**src/rtl/fifo2linebuf.sv**
```systemverilog
// fifo2linebuf
//   Pops 29-bit pixel words ({1'bx, half, y[10:0], yuv[15:0]}) from the video RX FIFO
//   and writes each pixel into a ping-pong line buffer. The bank is y[0]. Each line is
//   announced to the HDMI-side reader once both halves have arrived in full. Abandoned
//   lines and excess pixels are each reported with a one-cycle pulse.
//
// Ports
//   clk125_i        125 MHz system clock
//   sys_rst_i       asynchronous, active-high reset
//   fifo_dout_i     RX FIFO read data, valid one cycle after fifo_rd_en_o
//   fifo_empty_i    RX FIFO empty
//   fifo_rd_en_o    RX FIFO pop (combinational)
//   lb_we_o         line-buffer write strobe
//   lb_bank_o       line-buffer bank of this write
//   lb_addr_o       half*PIX_PER_PKT + pixel index
//   lb_data_o       YUV pixel
//   line_done_o     one-cycle pulse: a line is complete in line_bank_o
//   line_y_o        y of the last completed line (held)
//   line_bank_o     bank of the last completed line (held)
//   bank_release_i  one-cycle pulse per bank: reader is done with that bank
//   bank_busy_o     bank holds a completed line that has not been released
//   line_drop_o     one-cycle pulse: an incomplete line was abandoned
//   pix_ovf_o       one-cycle pulse: an excess pixel was discarded
module fifo2linebuf #(
    parameter int unsigned PIX_PER_PKT = 640,
    parameter int unsigned ADDR_W      = 11
) (
    input  logic              clk125_i,
    input  logic              sys_rst_i,
    input  logic [28:0]       fifo_dout_i,
    input  logic              fifo_empty_i,
    output logic              fifo_rd_en_o,
    output logic              lb_we_o,
    output logic              lb_bank_o,
    output logic [ADDR_W-1:0] lb_addr_o,
    output logic [15:0]       lb_data_o,
    output logic              line_done_o,
    output logic [10:0]       line_y_o,
    output logic              line_bank_o,
    input  logic [1:0]        bank_release_i,
    output logic [1:0]        bank_busy_o,
    output logic              line_drop_o,
    output logic              pix_ovf_o
);

    localparam int unsigned       IDX_W    = $clog2(PIX_PER_PKT + 1);
    localparam logic [IDX_W-1:0]  IdxFull  = IDX_W'(PIX_PER_PKT);
    localparam logic [ADDR_W-1:0] HalfBase = ADDR_W'(PIX_PER_PKT);

    // Bit 28 of the FIFO word carries no information for this block.
    logic unused_fifo_bit;
    assign unused_fifo_bit = fifo_dout_i[28];

    // ------------------------------------------------------------------
    // State
    // ------------------------------------------------------------------
    logic [27:0]       skid0_q, skid0_d;
    logic [27:0]       skid1_q, skid1_d;
    logic [1:0]        skid_cnt_q, skid_cnt_d;
    logic              pend_q, pend_d;       // a pop was issued last cycle
    logic [10:0]       cur_y_q, cur_y_d;
    logic              cur_valid_q, cur_valid_d;
    logic [IDX_W-1:0]  idx0_q, idx0_d;
    logic [IDX_W-1:0]  idx1_q, idx1_d;
    logic              lb_we_q, lb_we_d;
    logic              lb_bank_q, lb_bank_d;
    logic [ADDR_W-1:0] lb_addr_q, lb_addr_d;
    logic [15:0]       lb_data_q, lb_data_d;
    logic              line_done_q, line_done_d;
    logic [10:0]       line_y_q, line_y_d;
    logic              line_bank_q, line_bank_d;
    logic [1:0]        busy_q, busy_d;
    logic              line_drop_q, line_drop_d;
    logic              pix_ovf_q, pix_ovf_d;

    // ------------------------------------------------------------------
    // Read pipeline
    // ------------------------------------------------------------------
    // Occupancy counts the in-flight word too, so the skid never overflows.
    logic [1:0] occ;
    assign occ = skid_cnt_q + {1'b0, pend_q};

    always_comb begin
        fifo_rd_en_o = !sys_rst_i && !fifo_empty_i && (occ < 2'd2);
    end

    // Head of the skid; with an empty skid the word arriving from the FIFO is
    // processed directly, which gives the two-cycle pop-to-write latency.
    logic        head_valid;
    logic [27:0] head;
    logic        h_half;
    logic [10:0] h_y;
    logic [15:0] h_pix;

    always_comb begin
        head_valid = (skid_cnt_q != 2'd0) || pend_q;
        head       = (skid_cnt_q != 2'd0) ? skid0_q : fifo_dout_i[27:0];
        h_half     = head[27];
        h_y        = head[26:16];
        h_pix      = head[15:0];
    end

    // ------------------------------------------------------------------
    // Process stage
    // ------------------------------------------------------------------
    logic             accept;
    logic             new_line;
    logic [IDX_W-1:0] idx_sel;
    logic [IDX_W-1:0] idx_inc;
    logic [IDX_W-1:0] idx0_nxt;
    logic [IDX_W-1:0] idx1_nxt;
    logic             ovf;
    logic             wr;
    logic             complete;

    always_comb begin
        accept   = head_valid && !busy_q[h_y[0]];
        new_line = !cur_valid_q || (h_y != cur_y_q);
        if (new_line) begin
            idx_sel = '0;
        end else begin
            idx_sel = h_half ? idx1_q : idx0_q;
        end
        idx_inc  = idx_sel + IDX_W'(1);
        ovf      = accept && (idx_sel == IdxFull);
        wr       = accept && !ovf;

        idx0_nxt = new_line ? '0 : idx0_q;
        idx1_nxt = new_line ? '0 : idx1_q;
        if (wr) begin
            if (h_half) begin
                idx1_nxt = idx_inc;
            end else begin
                idx0_nxt = idx_inc;
            end
        end
        // Only the final write of a line can make both halves full.
        complete = wr && (idx0_nxt == IdxFull) && (idx1_nxt == IdxFull);
    end

    always_comb begin
        cur_y_d     = cur_y_q;
        cur_valid_d = cur_valid_q;
        idx0_d      = idx0_q;
        idx1_d      = idx1_q;
        lb_we_d     = wr;
        lb_bank_d   = lb_bank_q;
        lb_addr_d   = lb_addr_q;
        lb_data_d   = lb_data_q;
        line_done_d = complete;
        line_y_d    = line_y_q;
        line_bank_d = line_bank_q;
        line_drop_d = accept && new_line && cur_valid_q;
        pix_ovf_d   = ovf;

        if (accept) begin
            cur_y_d     = h_y;
            cur_valid_d = !complete;
            idx0_d      = idx0_nxt;
            idx1_d      = idx1_nxt;
        end

        if (wr) begin
            lb_bank_d = h_y[0];
            lb_data_d = h_pix;
            if (h_half) begin
                lb_addr_d = HalfBase + ADDR_W'(idx_sel);
            end else begin
                lb_addr_d = ADDR_W'(idx_sel);
            end
        end

        if (complete) begin
            line_y_d    = h_y;
            line_bank_d = h_y[0];
        end

        // A set in the same cycle as a release of that bank takes priority.
        busy_d = (busy_q & ~bank_release_i) | (complete ? (2'b01 << h_y[0]) : 2'b00);
    end

    // ------------------------------------------------------------------
    // Skid buffer update
    // ------------------------------------------------------------------
    logic [27:0] slot0, slot1, slot2;

    always_comb begin
        slot0 = skid0_q;
        slot1 = skid1_q;
        slot2 = fifo_dout_i[27:0];
        // Arriving word is appended behind the entries already held.
        if (skid_cnt_q == 2'd0) begin
            slot0 = fifo_dout_i[27:0];
        end else if (skid_cnt_q == 2'd1) begin
            slot1 = fifo_dout_i[27:0];
        end

        pend_d = fifo_rd_en_o;
        if (accept) begin
            skid0_d    = slot1;
            skid1_d    = slot2;
            skid_cnt_d = occ - 2'd1;
        end else begin
            skid0_d    = slot0;
            skid1_d    = slot1;
            skid_cnt_d = occ;
        end
    end

    // ------------------------------------------------------------------
    // Registers
    // ------------------------------------------------------------------
    always_ff @(posedge clk125_i or posedge sys_rst_i) begin
        if (sys_rst_i) begin
            skid0_q     <= '0;
            skid1_q     <= '0;
            skid_cnt_q  <= '0;
            pend_q      <= 1'b0;
            cur_y_q     <= '0;
            cur_valid_q <= 1'b0;
            idx0_q      <= '0;
            idx1_q      <= '0;
            lb_we_q     <= 1'b0;
            lb_bank_q   <= 1'b0;
            lb_addr_q   <= '0;
            lb_data_q   <= '0;
            line_done_q <= 1'b0;
            line_y_q    <= '0;
            line_bank_q <= 1'b0;
            busy_q      <= '0;
            line_drop_q <= 1'b0;
            pix_ovf_q   <= 1'b0;
        end else begin
            skid0_q     <= skid0_d;
            skid1_q     <= skid1_d;
            skid_cnt_q  <= skid_cnt_d;
            pend_q      <= pend_d;
            cur_y_q     <= cur_y_d;
            cur_valid_q <= cur_valid_d;
            idx0_q      <= idx0_d;
            idx1_q      <= idx1_d;
            lb_we_q     <= lb_we_d;
            lb_bank_q   <= lb_bank_d;
            lb_addr_q   <= lb_addr_d;
            lb_data_q   <= lb_data_d;
            line_done_q <= line_done_d;
            line_y_q    <= line_y_d;
            line_bank_q <= line_bank_d;
            busy_q      <= busy_d;
            line_drop_q <= line_drop_d;
            pix_ovf_q   <= pix_ovf_d;
        end
    end

    assign lb_we_o     = lb_we_q;
    assign lb_bank_o   = lb_bank_q;
    assign lb_addr_o   = lb_addr_q;
    assign lb_data_o   = lb_data_q;
    assign line_done_o = line_done_q;
    assign line_y_o    = line_y_q;
    assign line_bank_o = line_bank_q;
    assign bank_busy_o = busy_q;
    assign line_drop_o = line_drop_q;
    assign pix_ovf_o   = pix_ovf_q;

endmodule
```
**config.mk**
```make
export PLATFORM = sky130hd
export DESIGN_NAME = fifo2linebuf
export DESIGN_NICKNAME = d
export VERILOG_FILES = /design/src/rtl/fifo2linebuf.sv
export SDC_FILE = /design/constraint.sdc
export NUM_CORES = 1
export LEC_CHECK = 0
export ABC_AREA = 0
export BUFFER_PORTS_ARGS = -buffer_cell sky130_fd_sc_hd__buf_2
export CORE_MARGIN = 1
export CORE_UTILIZATION = 40
export CTS_CLUSTER_DIAMETER = 30
export DETAILED_ROUTE_END_ITERATION = 10
export PLACE_DENSITY = 0.54
export SYNTH_ARGS = -nofsm -noshare
export SYNTH_HDL_FRONTEND = slang
export SYNTH_SLANG_ARGS = --single-unit
```
**constraint.sdc**
```tcl
create_clock -name clk125_i -period 10.5 [get_ports clk125_i]
set_clock_uncertainty 0.1 [all_clocks]
set_input_delay 1.05 -clock clk125_i [delete_from_list [all_inputs] [get_ports clk125_i]]
set_output_delay 1.05 -clock clk125_i [all_outputs]
set_load 0.005 [all_outputs]
```
==> metrics.md <==
| Metric | Value |
|---|---|
| Relative contribution of combinational cells to total power | `between 40% and 50%` |
| Final min period | `between 6 and 7 ns` |
| Number of nets with antenna violations after detailed routing | `0` |
| Longest individual stage delay on the worst path | `0.76 ns` |
| Iteration count of the initial detailed-routing pass | `9` |
| Global routing usage on met3 | `between 5 and 6%` |
| Crit path capture type | `flop` |
| Placed cell count | `~1100` |
| Total negative slack for setup checks | `0 ns` |
| Net count of the mapped netlist | `a little under 900` |
| Post-cts hold buffer count | `0` |
| Number of rows created at floorplan | `around 50` |
| Grt met1 use | `slightly above 30%` |
| Die H | `139 um` |
| First-pass GRT wire length | `35900 um` |
| Internal Power | `roughly 1.5 mW` |
| Total length of routed wires | `22300 um` |
| Multi-input gate area in the final layout | `3790 um2` |
| Total power consumption of the routed design | `2.65 mW` |
| Worst hold path class | `reg -> reg` |
| Post-synthesis adder-cell area fraction | `0.666%` |
| Count of non-filler cells in the finished layout | `1148` |
| Number of library cell types mapped by synthesis | `71` |
| Period utilisation layout | `between 50% and 60%` |
| Failing checks | `design-rule violations` |
| Core Box Area | `18200 um2` |
| Register bit count reported by yosys | `136` |
| Chip width | `139 um` |
| Grt ovf | `0` |
| Largest family of logic cells by synthesized area | `compound AO/OA/AOI/OAI gates` |
| Top Family by Delay on Critical Path | `simple AND/OR/NAND/NOR gates` |
| GR Util All Layers | `23.9%` |
| CP max stage cell | `dfrtp_1` |
| Clock share of power | `between 20% and 30%` |
| Worst setup margin | `4.36 ns` |
| Cell count after synthesis | `854` |
| Sequential standard cell area | `3400 um2` |
| Worst setup timing slack at the placement stage | `4.35 ns` |
| Buffering stage count on the worst path with inverters included | `2` |
| Starting DRT DRC Count | `around 470` |
| Switching power of the nets | `between 1 and 1.5 mW` |
| Count of pins on the block boundary | `81` |
| Switching Share | `between 40% and 50%` |
| Final Wtd Congestion | `between 0.9 and 1` |
| Number of port buffers | `79` |
| CTS tree | `done` |
| Leading area contributor after synthesis | `dfrtp_1` |
| Synthesized-area fraction occupied by xor and xnor cells | `2.56%` |
| Mux contribution to synthesized area | `8.12%` |
| Total number of H-tree levels | `4` |
| Remaining max-slew budget at the tightest pin | `34.5%` |
| Core occupancy in the finished layout | `47.9%` |
| Half-perimeter wire length of the detailed placement result | `15000 um` |
| Power density over the cells | `304 nW/um2` |
| Post-synth ARST share | `100%` |
| Arrival time at the worst endpoint | `about 6.4 ns` |
| Total via count in the routed design | `6663` |
| CTS root buf | `clkbuf_16` |
| Combined area of all synthesized cells | `7520 um2` |
| Post-CTS Setup Inserts | `0` |
| Post-CTS resize count | `0` |
| Setup repair after global routing missed its margin | `no` |
| Post-synth top flop | `dfrtp_1` |
| Path type of the worst setup path | `reg -> reg` |
| CTS clk-pin slew, worst paths | `0.06 ns` |
| Measured slew at the worst slew-check pin | `0.975 ns` |
| Layout filler cell count | `1782` |
| Avg Vias per Cell | `approximately 5.8` |
| Via count of the first global-routing pass | `6535` |
| Initial core utilization | `41.3%` |
| Result of the run | `complete, but fails checks` |
| Peak-usage layer in the global routing report | `met2` |
| Total clock buffers created by CTS | `17` |
| Number of enable-type register cells in the synthesized netlist | `0` |
| Sequential fraction of the synthesis area | `45.3%` |
| Final hold vios | `0` |
| Post-synthesis area per instance | `8.80 um2` |
| Peak VDD IR | `between 0.15 and 0.2 mV` |
| Fraction of synthesized cell area taken by the top area cell type | `between 40 and 50%` |
| Worst-Skew Late Latency | `0.43 ns` |
| Sink count of the clock tree | `about 140` |
| Compound-gate portion of the synthesized area | `20.2%` |
| Yosys warning total | `0` |
| Number of antenna violations at the first check in global routing | `1` |
| Die area | `19300 um2` |
| Critical path, cell by cell | `or2_1 > buf_4 > mux2i_2 > xnor2_1 > or3_1 > nor4_1 > buf_4 > nand2_1 > ha_1 > nor4bb_1 > and4_1 > o22ai_1 > nand2_1 > or3_1 > a2111oi_2 > nand4_4 > mux2_2` |
| Number of pins with negative max-slew slack in the final report | `0` |
| Mean routed wirelength per cell | `19.5 um` |
| Maximum count of clock buffers along a single path | `2` |
| Leakage power figure | `3.81 nW` |
| Layout Area Growth over Synthesis | `16.0%` |
| Net count reported at finish | `943` |
| Fraction of layout cells with a size suffix above 1 | `15.8%` |
| Critical-path maximum fanout | `33` |
| Simple-Gate Fraction of Synth Area | `a little under a fifth` |
| Synth top area cells | `dfrtp_1, mux2i_1, nand2_1` |
| Critical path startpoint category | `flop` |
| Max-cap check violation count | `0` |
| Final count of negative-setup-slack endpoints | `0` |
| Pin count of the biggest net entering global routing | `82` |
| Maximum achievable frequency | `163 MHz` |
| Reg power frac | `31.8%` |
| Critical Path RT | `10.71 ns` |
| Met2 track demand over resource in global routing | `approximately two fifths` |
| Count of unresolved DRC violations after routing | `8` |
==> power groups by stage <==
stage / Clock, mW / Combinational (mW) / Sequential, mW
final: 0.667 / 1.14 / 0.844
after global routing: 0.705 / 1.26 / 0.869
after CTS: 0.680 / 1.14 / 0.844
after detailed placement: 0 / 1.14 / 0.853
after global placement: 0 / 1.11 / 0.843
after floorplan: 0 / 0.851 / 0.809
==> sequential cells by signal, indices dropped and copies added, names as in the netlist <==
name,cells
bank_busy_o,2
cur_valid_q,1
cur_y_q,11
idx0_q,10
idx1_q,10
lb_addr_o,11
lb_bank_o,1
lb_data_o,16
lb_we_o,1
line_done_o,1
line_drop_o,1
line_y_o,11
pend_q,1
pix_ovf_o,1
skid0_q,28
skid1_q,28
skid_cnt_q,2
==> worst reg2reg max path, cell delays in order, from the launching register on <==
cell	delay, ns
dfrtp_1	0.76
or2_1	0.19
buf_4	0.44
mux2i_2	0.42
xnor2_1	0.16
or3_1	0.39
nor4_1	0.28
buf_4	0.26
nand2_1	0.13
ha_1	0.23
nor4bb_1	0.14
and4_1	0.24
o22ai_1	0.34
nand2_1	0.25
or3_1	0.45
a2111oi_2	0.46
nand4_4	0.38
mux2_2	0.40
==> worst paths after layout <==
path / start / end / slack, ns / depth (start not counted)
min in group asynchronous: sys_rst_i / skid1_q[17] / 0.66 / 2
max: skid_cnt_q[1] / line_y_o[0] / 4.36 / 17
min reg2reg: lb_addr_o[1] / lb_addr_o[1] / 0.37 / 2
max in group asynchronous: sys_rst_i / skid1_q[27] / 8.38 / 3
max reg2reg: skid_cnt_q[1] / line_y_o[0] / 4.36 / 17
min: lb_addr_o[1] / lb_addr_o[1] / 0.37 / 2
==> through the flow <==
stage	hold slack, ns	instance area, um2
2_1_floorplan	0.370	7520
3_3_place_gp	0.364	8070
3_5_place_dp	0.367	8070
4_1_cts	0.381	8720
5_1_grt	0.403	8720
6_report	0.372	8720
==> cell type report <==
cell class | count | area share (%)
inverter | 25 | 1.13
tap | 229 | 3.29
sequential | 136 | 39.0
antenna | 1 | 0.0287
clock inverter | 14 | 2.41
clock buffer | 18 | 5.04
timing repair buffer | 91 | 5.57
multi-input combinational | 634 | 43.5
==> Yosys cell counts (all sizes together), types with 3 or more instances <==
cell type  instances
a22oi              4
o21ai             48
nand2b            11
nor2b              3
and2               4
buf               12
a31oi             46
or2                4
a211oi             4
nor3              16
xnor2             12
inv               25
nand3             13
o21a               3
or3                4
and3               3
dfrtp            136
a21oi             75
o22ai             33
ha                 4
a21o               4
nand4             10
mux2i             56
o31ai              5
nor4b              3
o2111ai            3
a22o               5
xor2              10
clkbuf            47
nor4               8
nand2            104
o211ai             3
nor2             103
mux2               3
or4                3
==> kinds of logic (layout without fill, tap and decap cells) <==
group	Yosys count	in the layout
mux	59	59
buf+inv	84	148
other cells	0	1
fa+ha+maj	4	4
compound gates	249	249
flops	136	136
simple gates	300	300
xor+xnor	22	22
==> cell usage in the layout, fill, tap and decap left out, drive strengths merged, types with 4 or more instances in the layout <==
cell type and count:
nand2b 11, inv 31, ha 4, nand4 10, nor4 8, a211oi 4, a21o 4, bufinv 4
and2 4, clkbuf 18, o31ai 5, or2 4, dfrtp 136, o21ai 48, nor2 103, xor2 10
buf 91, a31oi 46, a22o 5, a22oi 4, a21oi 75, o22ai 33, xnor2 12, nand3 13
mux2i 56, or3 4, nand2 104, nor3 16
==> per-layer routing <==
| layer | wire length, um | part of all wire, % | vias to the layer above |
|---|---|---|---|
| li1 | - | - | 3178 |
| met1 | 9970 | 45 | 3244 |
| met2 | 10700 | 48 | 201 |
| met3 | 1160 | 5.2 | 40 |
| met4 | 489 | 2.2 | 0 |
| met5 | 0 | 0 | - |
Power figures use the tool's default switching activity.
